[src/rtl/ss_display_pkg.sv]
// Shared seven-segment types and the hex-to-segment table (active-low {g,f,e,d,c,b,a}).
// Pure constants; no timing or flow-control behaviour of its own.
package ss_display_pkg;

  typedef logic [3:0] hexdig_t;
  typedef logic [6:0] segs_t;

  localparam segs_t SEG_BLANK = 7'h7F;

  localparam segs_t SEG_DECODE [16] = '{
    7'h40, 7'h79, 7'h24, 7'h30, 7'h19, 7'h12, 7'h02, 7'h78,
    7'h00, 7'h10, 7'h08, 7'h03, 7'h27, 7'h21, 7'h06, 7'h0E
  };

endpackage

[src/rtl/ss_hexdec.sv]
// Hex digit to active-low segment pattern.
// Purely combinational, zero latency, no backpressure.
module ss_hexdec
  import ss_display_pkg::*;
(
  input  hexdig_t i_dig,
  output segs_t   o_seg
);

  assign o_seg = SEG_DECODE[i_dig];

endmodule

[src/rtl/ss_scan_ctrl.sv]
// Time-multiplexed seven-segment scanner with tear-free frame-boundary updates.
// Outputs registered (1 cycle after sel); ready drops while an update waits for the frame boundary.
module ss_scan_ctrl
  import ss_display_pkg::*;
#(
  parameter int NDIGITS   = 8,
  parameter int CLK_DIV   = 100000,
  parameter int BLINK_DIV = 64
) (
  input  logic                   CLK,
  input  logic                   nRST,
  input  logic                   load,
  output logic                   ready,
  input  logic [4*NDIGITS-1:0]   value,
  input  logic [NDIGITS-1:0]     dp,
  input  logic [NDIGITS-1:0]     blink_en,
  input  logic                   blank_lz,
  output logic [6:0]             seg,
  output logic                   dp_n,
  output logic [NDIGITS-1:0]     an
);

  localparam int TW = $clog2(CLK_DIV);
  localparam int SW = (NDIGITS > 1) ? $clog2(NDIGITS) : 1;
  localparam int FW = (BLINK_DIV > 1) ? $clog2(BLINK_DIV) : 1;
  localparam logic [TW-1:0] TICK_LAST  = TW'(CLK_DIV - 1);
  localparam logic [SW-1:0] SEL_LAST   = SW'(NDIGITS - 1);
  localparam logic [FW-1:0] FRAME_LAST = FW'(BLINK_DIV - 1);

  logic [TW-1:0]          r_tick;
  logic [SW-1:0]          r_sel;
  logic [FW-1:0]          r_frame;
  logic                   r_phase;
  logic                   r_pend;
  logic [4*NDIGITS-1:0]   r_pend_val;
  logic [NDIGITS-1:0]     r_pend_dp;
  logic [NDIGITS-1:0]     r_pend_blk;
  logic [4*NDIGITS-1:0]   r_disp_val;
  logic [NDIGITS-1:0]     r_disp_dp;
  logic [NDIGITS-1:0]     r_disp_blk;
  logic [NDIGITS-1:0]     r_an;
  segs_t                  r_seg;
  logic                   r_dp_n;

  logic                   w_slot;
  logic                   w_bound;
  hexdig_t                w_dig;
  segs_t                  w_dig_seg;
  logic [NDIGITS-1:0]     w_lz;
  logic                   w_blank;
  logic [NDIGITS-1:0]     w_an_sel;

  assign w_slot  = (r_tick == TICK_LAST);
  assign w_bound = w_slot && (r_sel == SEL_LAST);

  always_ff @(posedge CLK or negedge nRST) begin
    if (!nRST) begin
      r_tick  <= '0;
      r_sel   <= '0;
      r_frame <= '0;
      r_phase <= 1'b0;
    end else begin
      r_tick <= w_slot ? '0 : r_tick + 1'b1;
      if (w_slot)
        r_sel <= (r_sel == SEL_LAST) ? '0 : r_sel + 1'b1;
      if (w_bound) begin
        if (r_frame == FRAME_LAST) begin
          r_frame <= '0;
          r_phase <= ~r_phase;
        end else begin
          r_frame <= r_frame + 1'b1;
        end
      end
    end
  end

  // Capture and commit are exclusive: a capture on a boundary cycle sees r_pend=0,
  // so it waits for the following boundary.
  always_ff @(posedge CLK or negedge nRST) begin
    if (!nRST) begin
      r_pend     <= 1'b0;
      r_pend_val <= '0;
      r_pend_dp  <= '0;
      r_pend_blk <= '0;
      r_disp_val <= '0;
      r_disp_dp  <= '0;
      r_disp_blk <= '0;
    end else if (!r_pend) begin
      if (load) begin
        r_pend     <= 1'b1;
        r_pend_val <= value;
        r_pend_dp  <= dp;
        r_pend_blk <= blink_en;
      end
    end else if (w_bound) begin
      r_pend     <= 1'b0;
      r_disp_val <= r_pend_val;
      r_disp_dp  <= r_pend_dp;
      r_disp_blk <= r_pend_blk;
    end
  end

  assign ready = ~r_pend;

  // Digit i is a leading zero when the value shifted down to it is entirely zero.
  for (genvar gi = 0; gi < NDIGITS; gi++) begin : g_lz
    assign w_lz[gi] = ((r_disp_val >> (4 * gi)) == '0);
  end

  assign w_dig    = r_disp_val[4*r_sel +: 4];
  assign w_an_sel = ~(NDIGITS'(1) << r_sel);
  assign w_blank  = (blank_lz && (r_sel != '0) && w_lz[r_sel]) ||
                    (r_phase && r_disp_blk[r_sel]);

  ss_hexdec u_hexdec (
    .i_dig (w_dig),
    .o_seg (w_dig_seg)
  );

  always_ff @(posedge CLK or negedge nRST) begin
    if (!nRST) begin
      r_an   <= '1;
      r_seg  <= SEG_BLANK;
      r_dp_n <= 1'b1;
    end else if (w_blank) begin
      r_an   <= '1;
      r_seg  <= SEG_BLANK;
      r_dp_n <= 1'b1;
    end else begin
      r_an   <= w_an_sel;
      r_seg  <= w_dig_seg;
      r_dp_n <= ~r_disp_dp[r_sel];
    end
  end

  assign an   = r_an;
  assign seg  = r_seg;
  assign dp_n = r_dp_n;

endmodule

[config.mk]
export PLATFORM = sky130hd
export DESIGN_NAME = ss_scan_ctrl
export DESIGN_NICKNAME = d
export VERILOG_FILES = /design/src/rtl/ss_display_pkg.sv /design/src/rtl/ss_hexdec.sv /design/src/rtl/ss_scan_ctrl.sv
export SDC_FILE = /design/constraint.sdc
export NUM_CORES = 1
export LEC_CHECK = 0
export CAP_MARGIN = 20
export CORE_MARGIN = 2
export CORE_UTILIZATION = 32
export CTS_CLUSTER_DIAMETER = 200
export DETAILED_ROUTE_END_ITERATION = 12
export HOLD_SLACK_MARGIN = 0.02
export REMOVE_ABC_BUFFERS = 1
export SETUP_SLACK_MARGIN = 0.15
export SYNTH_ARGS = -nofsm -noshare
export SYNTH_HDL_FRONTEND = slang
export SYNTH_SLANG_ARGS = --single-unit
[constraint.sdc]
create_clock -name CLK -period 3.33 [get_ports CLK]
set_input_delay 0.666 -clock CLK [delete_from_list [all_inputs] [get_ports CLK]]
set_output_delay 0.666 -clock CLK [all_outputs]
set_load 0.005 [all_outputs]
==> summary.txt, run 1 <==
Routing
  • WL final: about 12000 microns
  • Avg Vias per Cell: 4.815
  • WL/cell: ~15 microns
  • Routed Antenna Nets: 0
  • DR DRC count: 0
  • Via count: 3669
  • Starting DRT DRC Count: approximately 220
  • Pre-antenna DRT Iters: 4

Synth
  • Seq/Total Area, Yosys: 57.48%
  • Mapped Area: roughly 0.0061 sq mm
  • Mapped Cells: between 400 and 500
  • Distinct cells, synth: 44
  • Synthesized area per cell: 13.96 sq um
  • Yosys reg bits: 140
  • Yosys warnings: 0

Pwr
  • Part of the power in combinational logic: 4.0%
  • Leakage dissipation: 0.003529 uW
  • Sw Pwr: 826.6 uW
  • Pwr/cell area: 539.7 mW/mm^2
  • Sequential power share: 43.2%
  • Switching share of power: 19.59%
  • Clock power share: 52.8%
  • Peak VDD IR: 0.3857 mV
  • Pint: 3393 uW
  • Power consumption: 4219 uW

Cells and area
  • Fin util: 41.66%
  • Nets: 581
  • Synth-to-Final Area Change: 27.56%
  • Commonest cells after routing, fill and taps aside: 123 x dfrtp_1, 90 x mux2_2, 67 x clkdlybuf4s50_1
  • Layout cells sized above 1: 32.95%
  • Antenna diode count: 0
  • Most common library cell in the layout ignoring fill and taps: dfrtp_1
  • Final cell count without fillers: roughly 760

Floorplan
  • Initial Util: 32.66%
  • Chip height: 142.4 microns
  • CORE AREA: roughly 0.019 sq mm
  • Die area: just over 0.02 sq mm
  • I/O pin count: 69
  • Num rows: 50
  • Die X-Extent: approximately 140 microns

Critical path
  • Crit path max-delay family: multiplexers
  • Max stage delay on crit path: 770 ps
  • CP Cell Sequence: mux4_2, mux2i_1, inv_1, ha_1, o311ai_0
  • Critical-path top delay cell: dfrtp_1
  • Crit path DAT: 2980 ps
  • Critical Path Sink Type: register
  • Setup CP Type: register to register
  • Req. time, crit path: ~3600 ps
  • Startpoint Class: register
  • WP buf/inv: 1
  • Crit-path max FO: 19

Clock network
  • Clock H-tree levels: 4
  • CTS Hold Bufs: 0
  • Number of setup buffers added after CTS: 0
  • CTS tree: yes
  • Post-cts sizing count: 0
  • CTS clk-pin slew, worst paths: roughly 60 ps
  • Clock latency on the worst-skew pair: 420 ps
  • Clk sinks: 140
  • CTS root buffer: clkbuf_16
  • Max Root-Sink Buffers: 2
  • TritonCTS buffer count: 17

Timing
  • Hold Fails Final Rpt: 0
  • Setup TNS: 0 ps
  • Final setup violation count: 0
  • Fmax: 373.8 MHz
  • Minimum clock period: about 2700 ps
  • Slew Limit Headroom: 54.06%
  • Final worst path period share: 80.33%
  • Max Slew Vio Count: 0
  • Actual slew at the worst max-slew pin: 669.9 ps
  • RSZ-0062 raised after global routing: false
  • Final Skew: around 8.4 ps

Status
  • Status: finished clean

GRT
  • Global-route wire length before repair: slightly above 20000 microns
  • Antenna violations before repair: 0
  • Vias in the first global route: between 3k and 4k
  • GRT Total Usage: approximately 13%
  • Overflow after GRT: 0
  • Largest net degree at the start of global routing: ~130

Place
  • GP Congestion: 0.7820
  • Inst Count DP: around 730
  • HPWL Detailed: 8246 microns
  • IO buf count: a little under 70

Min path
  • Hold crit path type: input port to async pin

Job
  • Maxcap violations: 0
==> area by class of cell <==
type                       count  area [sq um]
clock buffer                  18         439.2
clock inverter                14         264.0
fill                        1727         10950
inverter                       7         26.28
multi-input combinational    272          2490
sequential                   140          3525
tap                          234         292.8
timing repair buffer          77         782.0
==> metrics by stage <==
step | area [sq um] | setup slack, ps | hold slack [ps]
global placement | 7087 | 639.3 | 461.6
floorplan | 6032 | -27.52 | 370.4
finish | 7819 | 654.9 | 148.8
CTS | 7790 | 420.1 | 482.5
detailed placement | 7087 | 419.1 | 468.0
global route | 7819 | 295.6 | 173.5
==> synth_stat cells, drive strengths merged <==
cell       n  area share, %
dfstp     16            6.9
o21ai      6           0.49
clkinv     1          0.061
nor4b      1           0.14
o311ai     1           0.14
and4       1           0.14
and3       3           0.33
ha        14            2.9
a2111oi    1           0.14
or3        2           0.20
buf       14            1.2
nand2b     2           0.20
nand4      5           0.51
o32a       1           0.16
mux4      12            4.4
a211oi     2           0.24
a21oi      5           0.41
nand3     21            1.7
nand2     29            1.8
o21a       1           0.12
mux2i     10            1.6
mux2      99             19
xor2       7            1.0
inv        6           0.37
dfrtp    124             51
o221ai     1           0.14
o211ai     3           0.37
nor4       9            1.0
and2       2           0.20
o31ai      2           0.24
xnor2     10            1.4
o41ai      1           0.14
clkbuf     6           0.37
nor2      16           0.98
nor2b      3           0.31
or4b       1           0.16
nor3       1          0.082
==> final timing paths <==
path                                       from                    endpoint  slack (ps)  cells past startpoint
max                        r_sel[2]$_DFFE_PN0N_            seg[2]$_DFF_PN1_         650                      5
min                                        nRST  r_pend_val[24]$_DFFE_PN0P_         150                      1
max reg2reg                r_sel[2]$_DFFE_PN0N_            seg[2]$_DFF_PN1_         650                      5
min reg2reg                 r_tick[0]$_DFF_PN0_         r_tick[0]$_DFF_PN0_         480                      1
max in group asynchronous                  nRST  r_pend_val[26]$_DFFE_PN0P_        2330                      3
min in group CLK            r_tick[0]$_DFF_PN0_         r_tick[0]$_DFF_PN0_         480                      1
==> power by group through the flow <==
stage          Combinational, uW  Sequential [uW]  Clock [uW]
6_report                     170             1820        2230
5_1_grt                      190             1830        2360
4_1_cts                      171             1820        2280
3_5_place_dp                 170             1850           0
3_3_place_gp                 166             1850           0
2_1_floorplan               66.9             1830           0
==> sequential cells by signal, indices dropped and copies added, names as in the netlist, 8 cells and up <==
register / cells
r_tick: 17
r_disp_blk: 8
r_pend_dp: 8
an: 8
r_pend_val: 32
r_disp_val: 32
r_pend_blk: 8
r_disp_dp: 8
==> metal layers <==
| metal | vias up | global-route usage (%) | share of wire, % | wire length, microns |
|---|---|---|---|---|
| met2 | 69 | 19.81 | 48 | 5621 |
| met4 | 0 | 5.055 | 1.9 | 221 |
| met5 | - | 0 | 0 | 0 |
| met3 | 17 | 3.365 | 3.4 | 401 |
| met1 | 1844 | 17.37 | 47 | 5549 |
| li1 | 1739 | - | - | - |
==> logic make-up after synthesis <==
kind of cell | Yosys count | synth area share [%]
AOI/OAI and AO/OA | 24 | 2.613
xor gates and xnor gates | 17 | 2.429
and+or+nand+nor | 96 | 7.818
DFF | 140 | 57.48
adders and majority gates | 14 | 2.858
buffers and inverters | 27 | 2.021
muxes | 121 | 24.78
Note: power is estimated with default switching activity, not from simulation.
==> run 2, diff against run 1 <==
- clock period: 3.33 -> 2.7 ns (I/O delays scaled with it)
==> run 2 against run 1 <==
Sequential power up 24%. Routed wire length up 0.62%. Highest routed layer unchanged. Critical path depth up 1. Critical endpoint is now r_disp_val[27]$_DFFE_PN0P_. Clock skew down 0.73 ps. Design area up 0.24%. Via count up 0.30%. Largest power group unchanged. Combinational power up 23%.
==> summary.txt, run 2 (synthesized netlist as in run 1, its figures left out) <==
Status
  • Status: finished clean

Timing
  • Final setup violation count: 0 (unchanged)
  • Fmax: 428.1 MHz (+15%)
  • Final Skew: 7.675 ps (-0.7332 ps)
  • Max Slew Vio Count: 0 (unchanged)
  • Slew Limit Headroom: 58.03% (+4.0 points)
  • Actual slew at the worst max-slew pin: 629.5 ps (-40.43 ps)
  • Final setup margin: 364.0 ps (-291.0 ps)
  • Minimum clock period: 2336 ps (-339.0 ps)
  • RSZ-0062 raised after global routing: false
  • Fin Hold WS: 108.5 ps (-40.26 ps)
  • Hold Fails Final Rpt: 0 (unchanged)
  • Final worst path period share: 86.52% (+6.2 points)

Cells and area
  • Layout cells sized above 1: 33.95% (+1.0 points)
  • FF/Latch Area: 0.003523 sq mm (about the same)
  • Commonest cells after routing, fill and taps aside: 124 x dfrtp_1, 90 x mux2_2, 67 x clkdlybuf4s50_1
  • Nets: 592 (+1.9%)
  • Footprint of the multi-input gates: 0.002490 sq mm (unchanged)
  • Synth-to-Final Area Change: 27.86%
  • Antenna diode count: 0 (unchanged)
  • Final cell count without fillers: 773 (+1.4%)
  • Fillers: 1727 (unchanged)
  • Most common library cell in the layout ignoring fill and taps: dfrtp_1
  • Largest regs: r_disp_val (32), r_pend_val (32), r_tick (17)

Critical path
  • Setup CP Type: register to register
  • Startpoint Class: register
  • Req. time, crit path: 3000 ps (-640 ps)
  • Critical-path top delay cell: or4b_1
  • Crit path DAT: 2630 ps (-350 ps)
  • Critical Path Sink Type: register
  • Reg2reg setup slack: 360 ps (-290 ps)
  • Max stage delay on crit path: 550 ps (-220 ps)
  • CP Cell Sequence: or4b_1, nor4_2, and3_2, nand2_2, buf_12, mux2_4
  • Origin of the critical flop-to-flop path: r_tick[12]$_DFF_PN0_
  • Reg-to-Reg End: r_disp_val[27]$_DFFE_PN0P_
  • R2R depth: 6 (+1)
  • Crit-path max FO: 49 (+30)

Job
  • Maxcap violations: 0 (unchanged)

Place
  • IO buf count: 68 (unchanged)
  • HPWL Detailed: 8549 microns (+3.7%)
  • Pre-CTS setup slack: 364.0 ps (-55.17 ps)
  • Inst Count DP: 741 (+1.6%)
  • GP Congestion: 0.7953 (+1.7%)

Pwr
  • Part of the power in combinational logic: 4.2% (+0.2 points)
  • Sequential power share: 45.7% (+2.5 points)
  • Peak VDD IR: 0.4353 mV (+13%)
  • Switching share of power: 19.80% (+0.21 points)
  • Clock power share: 50.1% (-2.7 points)
  • Pint: 3946 uW (+16%)
  • Sw Pwr: 974.4 uW (+18%)
  • Power consumption: 4920 uW (+17%)
  • Leakage dissipation: 0.003565 uW (+1.0%)
  • Pwr/cell area: 627.8 mW/mm^2 (+16%)

Routing
  • Routed Antenna Nets: 0 (unchanged)
  • Pre-antenna DRT Iters: 4 (unchanged)
  • WL final: 11870 microns (+0.62%)
  • Avg Vias per Cell: 4.761 (-1.1%)
  • Starting DRT DRC Count: 158 (-29%)
  • Via count: 3680 (+0.30%)
  • DR DRC count: 0 (unchanged)
  • WL/cell: 15.35 microns (-0.81%)

Min path
  • Hold crit path type: input port to async pin

Floorplan
  • Die area: 0.02028 sq mm (unchanged)
  • I/O pin count: 69 (unchanged)
  • Chip height: 142.4 microns (unchanged)
  • Initial Util: 32.66% (unchanged)
  • Die X-Extent: 142.4 microns (unchanged)
  • Num rows: 50 (unchanged)
  • CORE AREA: 0.01877 sq mm (unchanged)

GRT
  • Antenna violations before repair: 0 (unchanged)
  • GRT Total Usage: 13.01% (+0.16 points)
  • Vias in the first global route: 3891 (unchanged)
  • Largest net degree at the start of global routing: 70 (-46%)
  • Global-route wire length before repair: 20590 microns (+1.7%)
  • Overflow after GRT: 0 (unchanged)

Clock network
  • CTS tree: yes
  • TritonCTS buffer count: 17 (unchanged)
  • Clk sinks: 140 (unchanged)
  • CTS clk-pin slew, worst paths: 50 ps (about the same)
  • Number of setup buffers added after CTS: 0 (unchanged)
  • CTS root buffer: clkbuf_16
  • Clock H-tree levels: 4 (unchanged)
  • Clock latency on the worst-skew pair: 420 ps (about the same)
  • CTS Hold Bufs: 0 (unchanged)
  • Max Root-Sink Buffers: 2 (unchanged)
  • Post-cts sizing count: 0 (unchanged)
[run 2: cell types whose count changed in the layout (fill, tap and decap cells not counted), moves of 2 or more]
cell and delta:
clkinv_2 +3, bufinv_16 -3, buf_4 +10, clkinvlp_4 -2, clkbuf_8 +2, buf_12 +2
[run 2: critical path: cells and delay by family (launching register included)]
kind	cells	cell delay, ps
buffers and inverters	1	210
AND/OR/NAND/NOR	4	1230
multiplexers	1	320
flip-flops	1	440
[run 2: worst max path at each step]
stage	from	endpoint	slack, ps	cells past startpoint
floorplan	load	r_pend_blk[0]$_DFFE_PN0P_	-530	2
global placement	r_tick[12]$_DFF_PN0_	r_disp_val[22]$_DFFE_PN0P_	400	6
detailed placement	r_tick[12]$_DFF_PN0_	r_disp_val[30]$_DFFE_PN0P_	360	6
CTS	r_tick[12]$_DFF_PN0_	r_disp_val[27]$_DFFE_PN0P_	350	6
global route	r_tick[12]$_DFF_PN0_	r_disp_val[23]$_DFFE_PN0P_	230	6
finish	r_tick[12]$_DFF_PN0_	r_disp_val[27]$_DFFE_PN0P_	360	6
[run 2: per-stage QoR]
step	setup TNS (ps)	area (sq um)	util (%)
6_report	0	7838	41.76
5_1_grt	0	7838	41.76
4_1_cts	0	7838	41.76
3_5_place_dp	0	7202	38.37
3_3_place_gp	0	7202	38.37
2_1_floorplan	-25510	6032	-
[run 2: final cells by class]
type	count	share of cell area, %
clock inverter	11	2.107
tap	234	3.736
clock buffer	21	6.003
sequential	140	44.96
inverter	7	0.3352
multi-input combinational	272	31.77
timing repair buffer	88	11.10
[run 2: routing by layer]
metal	global-route usage (%)	routed length (microns)	vias to the layer above
met4	5.680	276	0
met3	3.197	394	26
met2	19.88	5423	67
met5	0	0	-
li1	-	-	1758
met1	17.64	5773	1829
[run 2: power by group through the flow]
stage | registers (uW) | logic (uW) | clock network, uW
2_1_floorplan | 2260 | 82.5 | 0
3_3_place_gp | 2280 | 209 | 0
3_5_place_dp | 2290 | 215 | 0
4_1_cts | 2250 | 216 | 2530
5_1_grt | 2260 | 233 | 2600
6_report | 2250 | 209 | 2460
==> run 3, diff against run 2 <==
- CORE_MARGIN: 2 -> 1.5
==> run 3 against run 2 <==
First-iteration DRC count up 1.9%. Worst hold slack worse by 18 ps. Maximum frequency down 1.4%. Flip-flop and latch count unchanged. Die area down 1.4%. Final cell count down 0.52%. Clock power down 12%. Via count up 0.11%. Combinational power up 2%. Largest cell class unchanged. Highest routed layer unchanged.
==> summary.txt, run 3 (synthesized netlist as in run 1, its figures left out) <==
Status
  • Status: finished clean

Floorplan
  • CORE AREA: 0.01877 sq mm (unchanged)
  • Die area: 0.01999 sq mm (-1.4%)
  • Initial Util: 32.66% (unchanged)
  • Die X-Extent: 141.4 microns (-0.70%)
  • I/O pin count: 69 (unchanged)
  • Chip height: 141.4 microns (-0.70%)
  • Num rows: 50 (unchanged)

Pwr
  • Pwr/cell area: 598.4 mW/mm^2 (-4.7%)
  • Peak VDD IR: 0.4550 mV (+4.5%)
  • Power consumption: 4636 uW (-5.8%)
  • Leakage dissipation: 0.003492 uW (-2.0%)

Critical path
  • Max stage delay on crit path: 580 ps (+30 ps)
  • Crit-path max FO: 49 (unchanged)
  • Setup CP Type: register to register
  • WP depth: 6 (unchanged)
  • Crit path from: r_tick[12]$_DFF_PN0_
  • CP Cell Sequence: or4b_1, nor4_4, and3_2, nand2_2, buf_12, mux2_4
  • R2R depth: 6 (unchanged)
  • Origin of the critical flop-to-flop path: r_tick[12]$_DFF_PN0_
  • Critical-path top delay cell: or4b_1
  • Req. time, crit path: 3000 ps (about the same)
  • Crit path max-delay family: simple AND/OR/NAND/NOR gates
  • Critical Path Sink Type: register
  • Crit path DAT: 2670 ps (+40 ps)
  • Startpoint Class: register
  • WP buf/inv: 1 (unchanged)

Clock network
  • CTS root buffer: clkbuf_16
  • Clock latency on the worst-skew pair: 420 ps (about the same)
  • Max Root-Sink Buffers: 2 (unchanged)
  • Clk sinks: 140 (unchanged)
  • CTS tree: yes
  • Number of setup buffers added after CTS: 0 (unchanged)
  • CTS Hold Bufs: 0 (unchanged)
  • Clock H-tree levels: 4 (unchanged)
  • TritonCTS buffer count: 17 (unchanged)
  • CTS clk-pin slew, worst paths: 60 ps (about the same)

GRT
  • Largest net degree at the start of global routing: 60 (-14%)
  • Vias in the first global route: 3981 (+2.3%)
  • Global-route wire length before repair: 21060 microns (+2.3%)
  • Overflow after GRT: 0 (unchanged)
  • GRT Total Usage: 13.67% (+0.66 points)
  • Antenna violations before repair: 0 (unchanged)

Cells and area
  • Most common library cell in the layout ignoring fill and taps: dfrtp_1
  • Nets: 588 (-0.68%)
  • Final cell count without fillers: 769 (-0.52%)
  • Commonest cells after routing, fill and taps aside: 124 x dfrtp_1, 90 x mux2_2, 67 x clkdlybuf4s50_1
  • Largest regs: r_disp_val (32), r_pend_val (32), r_tick (17)
  • Antenna diode count: 0 (unchanged)
  • Synth-to-Final Area Change: 26.39%
  • Post-route cell area: 0.007747 sq mm (-1.1%)
  • Layout cells sized above 1: 33.27% (-0.68 points)
  • Fillers: 1751 (+1.4%)

Min path
  • Hold crit path type: input port to async pin

Routing
  • Starting DRT DRC Count: 161 (+1.9%)
  • Via count: 3684 (+0.11%)
  • DR DRC count: 0 (unchanged)
  • Routed Antenna Nets: 0 (unchanged)
  • WL final: 12270 microns (+3.4%)
  • Pre-antenna DRT Iters: 4 (unchanged)
  • Avg Vias per Cell: 4.791 (+0.63%)
  • WL/cell: 15.95 microns (+3.9%)

Place
  • Inst Count DP: 737 (-0.54%)
  • GP Congestion: 0.8229 (+3.5%)
  • Pre-CTS setup slack: 346.4 ps (-17.58 ps)
  • HPWL Detailed: 8673 microns (+1.4%)
  • Placed cell areas: 0.007184 sq mm (-0.24%)
  • IO buf count: 68 (unchanged)

Timing
  • Hold Fails Final Rpt: 0 (unchanged)
  • RSZ-0062 raised after global routing: false
  • Final worst path period share: 87.75% (+1.2 points)
  • Minimum clock period: 2369 ps (+33.10 ps)
  • Final setup violation count: 0 (unchanged)
  • Actual slew at the worst max-slew pin: 564.1 ps (-65.44 ps)
  • Fin Hold WS: 90.65 ps (-17.86 ps)
  • Max Slew Vio Count: 0 (unchanged)
  • Final Skew: 6.832 ps (-0.8433 ps)
  • Final setup margin: 330.9 ps (-33.10 ps)
  • Fmax: 422.1 MHz (-1.4%)
  • Slew Limit Headroom: 62.40% (+4.4 points)

Job
  • Maxcap violations: 0 (unchanged)
[run 3: cell count changes in the layout (fill, tap and decap cells not counted), sizes merged]
cell | before | now
clkbuf | 21 | 19
inv | 6 | 7
buf | 21 | 17
clkinvlp | 1 | 5
bufinv | 4 | 1
[run 3: what timing repair did]
| item | in CTS | in global routing |
|---|---|---|
| gates resized for setup | 0 | 1 |
| setup endpoints to repair | 0 | 5 |
| hold endpoints to repair | 0 | 0 |
[run 3: worst paths after layout]
check                                                  end  slack, ps
max in group asynchronous                  an[5]$_DFF_PN1_       1910
worst min register to register         r_tick[0]$_DFF_PN0_        480
worst max-delay path            r_disp_val[29]$_DFFE_PN0P_        330
worst max register to register  r_disp_val[29]$_DFFE_PN0P_        330
min in group CLK                       r_tick[0]$_DFF_PN0_        480
worst min-delay path                   r_tick[5]$_DFF_PN0_         90
[run 3: worst reg2reg max path: cells and delay by family, from the launching register on]
kind | cells | cell delay (ps)
DFF | 1 | 430
muxes | 1 | 370
and+or+nand+nor | 4 | 1260
buffers and inverters | 1 | 200
[run 3: per-stage QoR]
| step | TNS (ps) | util [%] |
|---|---|---|
| CTS | 0 | 41.23 |
| finish | 0 | 41.28 |
| detailed placement | 0 | 38.28 |
| floorplan | -25510 | - |
| global route | 0 | 41.28 |
| global placement | 0 | 38.28 |
[run 3: report_power, final]
part / internal, uW / switching, uW
combinational: 138 / 74.6
sequential: 2190 / 55.0
clock: 1270 / 906
[run 3: final cells by class]
class,instances,area [sq um],area share [%]
flip-flops and latches,140,3523,45.48
multi-input cells,272,2499,32.25
repair buffers,84,852.1,11.00
clock buffers,19,432.9,5.588
well taps,234,292.8,3.779
clock inverters,13,121.4,1.567
inverters,7,26.28,0.3391
[run 3: per-layer routing]
metal / vias up / part of all wire (%) / global-route usage [%]
met5: - / 0 / 0
met4: 0 / 1.5 / 5.914
met3: 14 / 3.4 / 3.544
met2: 65 / 48 / 21.36
met1: 1859 / 47 / 18.03
li1: 1746 / - / -
